==> config.mk <==
export PLATFORM = sky130hd
export DESIGN_NAME = lb_crc4_tx_framer
export DESIGN_NICKNAME = d
export VERILOG_FILES = /design/src/rtl/lb_crc4_pkg.sv /design/src/rtl/lb_crc4_d16_next.sv /design/src/rtl/lb_crc4_tx_framer.sv
export SDC_FILE = /design/constraint.sdc
export NUM_CORES = 1
export LEC_CHECK = 0
export ABC_CLOCK_PERIOD_IN_PS = 2500
export CAP_MARGIN = 20
export CORE_UTILIZATION = 29
export CTS_CLUSTER_SIZE = 14
export DETAILED_ROUTE_END_ITERATION = 16
export HOLD_SLACK_MARGIN = 0.03
export SYNTH_ARGS = -nofsm -noshare
export SYNTH_HDL_FRONTEND = slang
export SYNTH_SLANG_ARGS = --single-unit
==> constraint.sdc <==
create_clock -name clk -period 2.5 [get_ports clk]
set_clock_uncertainty 0.1 [all_clocks]
set_input_delay 0.625 -clock clk [delete_from_list [all_inputs] [get_ports clk]]
set_output_delay 0.625 -clock clk [all_outputs]
set_load 0.02 [all_outputs]
==> src/rtl/lb_crc4_pkg.sv <==
// Shared definitions for the CRC-4 localbus transmit framer: FSM encoding,
// CRC polynomial and the default trailer tag.
package lb_crc4_pkg;

  localparam int WORD_W = 16;
  localparam int CRC_W  = 4;

  typedef enum logic [1:0] {
    IDLE  = 2'd0,
    DATA  = 2'd1,
    TRAIL = 2'd2
  } state_t;

  // x^4 + x + 1
  localparam logic [CRC_W:0] CRC4_POLY = 5'b1_0011;

  localparam logic [11:0] TRAILER_TAG_DEFAULT = 12'hC40;

endpackage

==> src/rtl/lb_crc4_d16_next.sv <==
// Combinational CRC-4 (x^4+x+1) update over one 16-bit word, data[15] shifted first.
module lb_crc4_d16_next
  import lb_crc4_pkg::*;
(
  input  logic [WORD_W-1:0] data,
  input  logic [CRC_W-1:0]  crc,
  output logic [CRC_W-1:0]  next
);

  always_comb begin
    next[0] = data[15] ^ data[11] ^ data[10] ^ data[9] ^ data[8] ^ data[6]
            ^ data[4] ^ data[3] ^ data[0] ^ crc[3];
    next[1] = data[15] ^ data[12] ^ data[8] ^ data[7] ^ data[6] ^ data[5]
            ^ data[3] ^ data[1] ^ data[0] ^ crc[0] ^ crc[3];
    next[2] = data[13] ^ data[9] ^ data[8] ^ data[7] ^ data[6] ^ data[4]
            ^ data[2] ^ data[1] ^ crc[1];
    next[3] = data[14] ^ data[10] ^ data[9] ^ data[8] ^ data[7] ^ data[5]
            ^ data[3] ^ data[2] ^ crc[2];
  end

endmodule

==> src/rtl/lb_crc4_tx_framer.sv <==
// Localbus transmit framer: registered payload pass-through with a CRC-4
// trailer word appended after each frame, plus frame counting and over-length cut-off.
module lb_crc4_tx_framer
  import lb_crc4_pkg::*;
#(
  parameter int unsigned      MAX_LEN     = 256,
  parameter logic [CRC_W-1:0] CRC_INIT    = 4'h0,
  parameter logic [11:0]      TRAILER_TAG = TRAILER_TAG_DEFAULT
) (
  input  logic              clk,
  input  logic              rst_n,
  input  logic              s_valid,
  output logic              s_ready,
  input  logic [WORD_W-1:0] s_data,
  input  logic              s_last,
  output logic              m_valid,
  input  logic              m_ready,
  output logic [WORD_W-1:0] m_data,
  output logic              m_last,
  output logic              busy,
  output logic [15:0]       frame_cnt,
  output logic              err_overlen
);

  localparam logic [15:0] MAX_LEN_W = 16'(MAX_LEN);

  state_t            state_reg;
  logic [CRC_W-1:0]  crc_reg;
  logic [15:0]       cnt_reg;
  logic              forced_reg;
  logic              m_valid_reg;
  logic [WORD_W-1:0] m_data_reg;
  logic              m_last_reg;
  logic [15:0]       frame_cnt_reg;
  logic              err_overlen_reg;

  logic              load_ok;
  logic              s_fire;
  logic [CRC_W-1:0]  crc_seed;
  logic [CRC_W-1:0]  crc_next;
  logic [15:0]       cnt_inc;
  logic              len_hit;

  assign load_ok  = !m_valid_reg || m_ready;
  assign s_ready  = load_ok && (state_reg != TRAIL);
  assign s_fire   = s_valid && s_ready;
  assign crc_seed = (state_reg == IDLE) ? CRC_INIT : crc_reg;
  assign cnt_inc  = cnt_reg + 16'd1;
  assign len_hit  = (cnt_inc == MAX_LEN_W);

  lb_crc4_d16_next u_crc_next (
    .data (s_data),
    .crc  (crc_seed),
    .next (crc_next)
  );

  always_ff @(posedge clk or negedge rst_n) begin
    if (!rst_n) begin
      state_reg       <= IDLE;
      crc_reg         <= CRC_INIT;
      cnt_reg         <= 16'd0;
      forced_reg      <= 1'b0;
      m_valid_reg     <= 1'b0;
      m_data_reg      <= '0;
      m_last_reg      <= 1'b0;
      frame_cnt_reg   <= 16'd0;
      err_overlen_reg <= 1'b0;
    end else begin
      err_overlen_reg <= 1'b0;
      case (state_reg)
        IDLE, DATA: begin
          if (s_fire) begin
            m_data_reg  <= s_data;
            m_last_reg  <= 1'b0;
            m_valid_reg <= 1'b1;
            crc_reg     <= crc_next;
            if (state_reg == IDLE) begin
              cnt_reg    <= 16'd1;
              forced_reg <= 1'b0;
              state_reg  <= s_last ? TRAIL : DATA;
            end else begin
              cnt_reg    <= cnt_inc;
              // Remember a length cut-off so the error pulse lines up with the trailer load.
              forced_reg <= len_hit && !s_last;
              state_reg  <= (s_last || len_hit) ? TRAIL : DATA;
            end
          end else if (m_ready) begin
            m_valid_reg <= 1'b0;
          end
        end
        TRAIL: begin
          if (load_ok) begin
            m_data_reg      <= {TRAILER_TAG, crc_reg};
            m_last_reg      <= 1'b1;
            m_valid_reg     <= 1'b1;
            frame_cnt_reg   <= frame_cnt_reg + 16'd1;
            err_overlen_reg <= forced_reg;
            forced_reg      <= 1'b0;
            state_reg       <= IDLE;
          end
        end
        default: begin
          state_reg   <= IDLE;
          m_valid_reg <= 1'b0;
        end
      endcase
    end
  end

  assign m_valid     = m_valid_reg;
  assign m_data      = m_data_reg;
  assign m_last      = m_last_reg;
  assign busy        = (state_reg != IDLE);
  assign frame_cnt   = frame_cnt_reg;
  assign err_overlen = err_overlen_reg;

endmodule

==> metrics <==
largest net degree at the start of global routing=28; Filler cells=1020; Area contributors post-synth=dfrtp_1 47%, xnor2_1 9.1%, nand2_1 7.5%, nand3_1 3.9%, xor2_1 3.7%; Hold Crit Class=input port to asynchronous set/reset pin; initial DRC count=98; Worst-Skew Late Latency=0.35 ns; final hold slack=0.08924 ns; status=finished clean; CTS tree=built; Startpoint Class=flop; CTS Sinks=58; Post-DRT Antenna Nets=0; post-synthesis sequential area ratio=0.4687; Reg clk slew, reported paths=0.08 ns; Comb pwr share=0.320; crit path max-delay cell type=or4_4; Yosys reg bits=58; Synth async-reset ratio=1.000; top cell type's share of synthesized area=0.4687; Clk Tree Root Cell=clkbuf_8; DIE WIDTH=105.3 um; Pre-antenna DRT Iters=4; IO buf count=57; Post-Syn Area=3097 um^2; Worst Setup SP=cnt_reg[1]; Congestion Overflow GR=0; DR vias=2625; final critical-path required period=2.360 ns; Post-synth EDFFs=0; Yosys cell types=49; vias per inst=4.747; max-cap violation count=0; number of global-route vias before repair=2656; die height=105.3 um; post-detailed-route wirelength per cell=13.15 um; Worst setup EP type=flop; All-Layer GR Usage=0.1426; register area=1454 um^2; crit path cell chain=nand3_1 -> nor4_4 -> and3_1 -> a31o_1 -> nand3_1 -> or4_4 -> a32o_1; DR DRC count=0; Site Rows=37; Max Clock Freq=423.7 MHz; Arr. time, crit path=2.49 ns; Final Wtd Congestion=0.7769; critical path class=flop to flop; final hold vios=0; first-pass GRT wire length=12560 um; Initial Util=0.3000; H-tree level count=3; most common flop cell mapped by yosys=dfrtp_1; CTS max path bufs=2; Setup WS post-layout=0.1399 ns; # diodes=0; clock network power share=0.300; endpoints failing setup=0; Syn-to-layout area delta=38.10%; Worst VDD drop=0.0003958 V; Detail Placement HPWL=5296 um; cell-internal power=2205 uW; syn_area_per_cell=9.413 um^2; dpl ws=-0.1253 ns; CP dominant cell by count=nand3_1; Worst Tran Pin Value=0.4508 ns; final net count=436; Crit Path Max Fanout=7; delay of the slowest critical-path stage=0.45 ns; Crit Reg-Reg Startpoint=cnt_reg[1]; Cells after Synth=329; initial antenna violation count=0; Post-Syn Nets=353; area of the multi-input gates=1597 um^2; total power=3347 uW; Core Region=10320 um^2; Max Slew Vio Count=0; TritonCTS Buffers=9; fin crit share=0.9440; total leakage power=0.001887 uW; I/O pin cnt=58; Yosys top cell by area=dfrtp_1; synthesis warning total=0; DRT Wirelength=7274 um; part of the power in registers=0.380; Max-slew headroom=0.6987; Crit path required time=2.63 ns; P_sw=1142 uW; PD cells=782.6 nW/um^2; Die Area=11100 um^2; switching share of total power=0.3411; share of cells above drive strength 1=0.1487
cells by family after synthesis:
family	after synthesis	synth area share
mux	8	0.02626
xor+xnor	45	0.1273
simple gates	142	0.2222
compound gates	53	0.1180
flops	58	0.4687
fa+ha+maj	3	0.01212
buf+inv	20	0.02545
cell usage after synthesis (2+ instances only):
cell and n:
nand2b_1 3, buf_2 3, a32o_1 2, xnor2_1 32, mux2i_1 7, nor3_1 5
ha_1 3, dfrtp_1 58, nor4_2 2, and3_1 4, clkbuf_1 11, a21oi_1 6
and2_1 2, nand3_1 24, or3_1 2, nand2_1 62, xor2_1 13, and4_1 2
buf_1 3, inv_1 3, nor2_1 21, nand3b_1 2, a22o_1 11, nand4_1 4
a21o_1 3, o21ai_0 18
final cells by class:
type	instances	area share
sequential	58	0.3400
inverter	3	0.002633
multi-input combinational	251	0.3733
clock buffer	9	0.02896
tap	136	0.03979
timing repair buffer	89	0.1916
clock inverter	7	0.02370
cell usage in the layout, fill, tap and decap left out, types with 3 or more instances in the layout:
cell type         n
xnor2_1          32
o21ai_0          18
nand3_1          23
nand4_1           4
nand2b_1          3
a22o_1           11
nor2_1           21
a21oi_1           6
nor3_1            4
nand2_1          62
inv_1             3
buf_4            31
clkbuf_8          9
dfrtp_1          56
mux2i_1           7
xor2_1           13
and3_1            4
clkdlybuf4s50_1  54
a21o_1            3
worst max-delay path: cells and delay by family, from the launching register on:
family,cells,cell delay [ns]
flops,1,0.43
compound gates,2,0.37
simple gates,5,1.34
per-layer routing:
metal,vias to the layer above,GRT usage,part of all wire
met5,-,0,0
met4,0,0.05734,0.017
met3,12,0.02783,0.030
met2,62,0.2232,0.46
met1,1246,0.1928,0.49
li1,1305,-,-
through the flow:
stage	setup TNS, ns	cell area [um^2]	util	cells
floorplan	0	3097	-	329
global placement	-0.3577	4010	0.3884	536
detailed placement	-0.6133	4010	0.3884	536
CTS	0	4234	0.4101	552
global route	-0.003496	4277	0.4143	553
finish	0	4277	0.4143	553
power by group through the flow:
stage / sequential, uW / clock [uW] / combinational (uW)
finish: 1270 / 1000 / 1070
global route: 1300 / 1080 / 1180
CTS: 1270 / 1020 / 1070
detailed placement: 1290 / 0 / 1070
global placement: 1280 / 0 / 1050
floorplan: 1380 / 0 / 501
path summary, 6_finish.rpt:
kind | to | slack, ns | depth (start not counted)
max | state_reg[0] | 0.14 | 7
min | frame_cnt[3] | 0.09 | 1
max reg2reg | state_reg[0] | 0.14 | 7
min reg2reg | frame_cnt[15] | 0.37 | 1
max in group asynchronous | cnt_reg[1] | 1.61 | 2
min in group clk | frame_cnt[15] | 0.37 | 1
repair_timing:
item / 4_1_cts / 5_1_grt
pin swaps: 0 / 0
endpoints found under the setup margin: 1 / 4
hold buffers: 0 / 0
resized for setup: 1 / 8
setup buffers: 0 / 1
No activity file was read; power rests on OpenSTA's default activity.
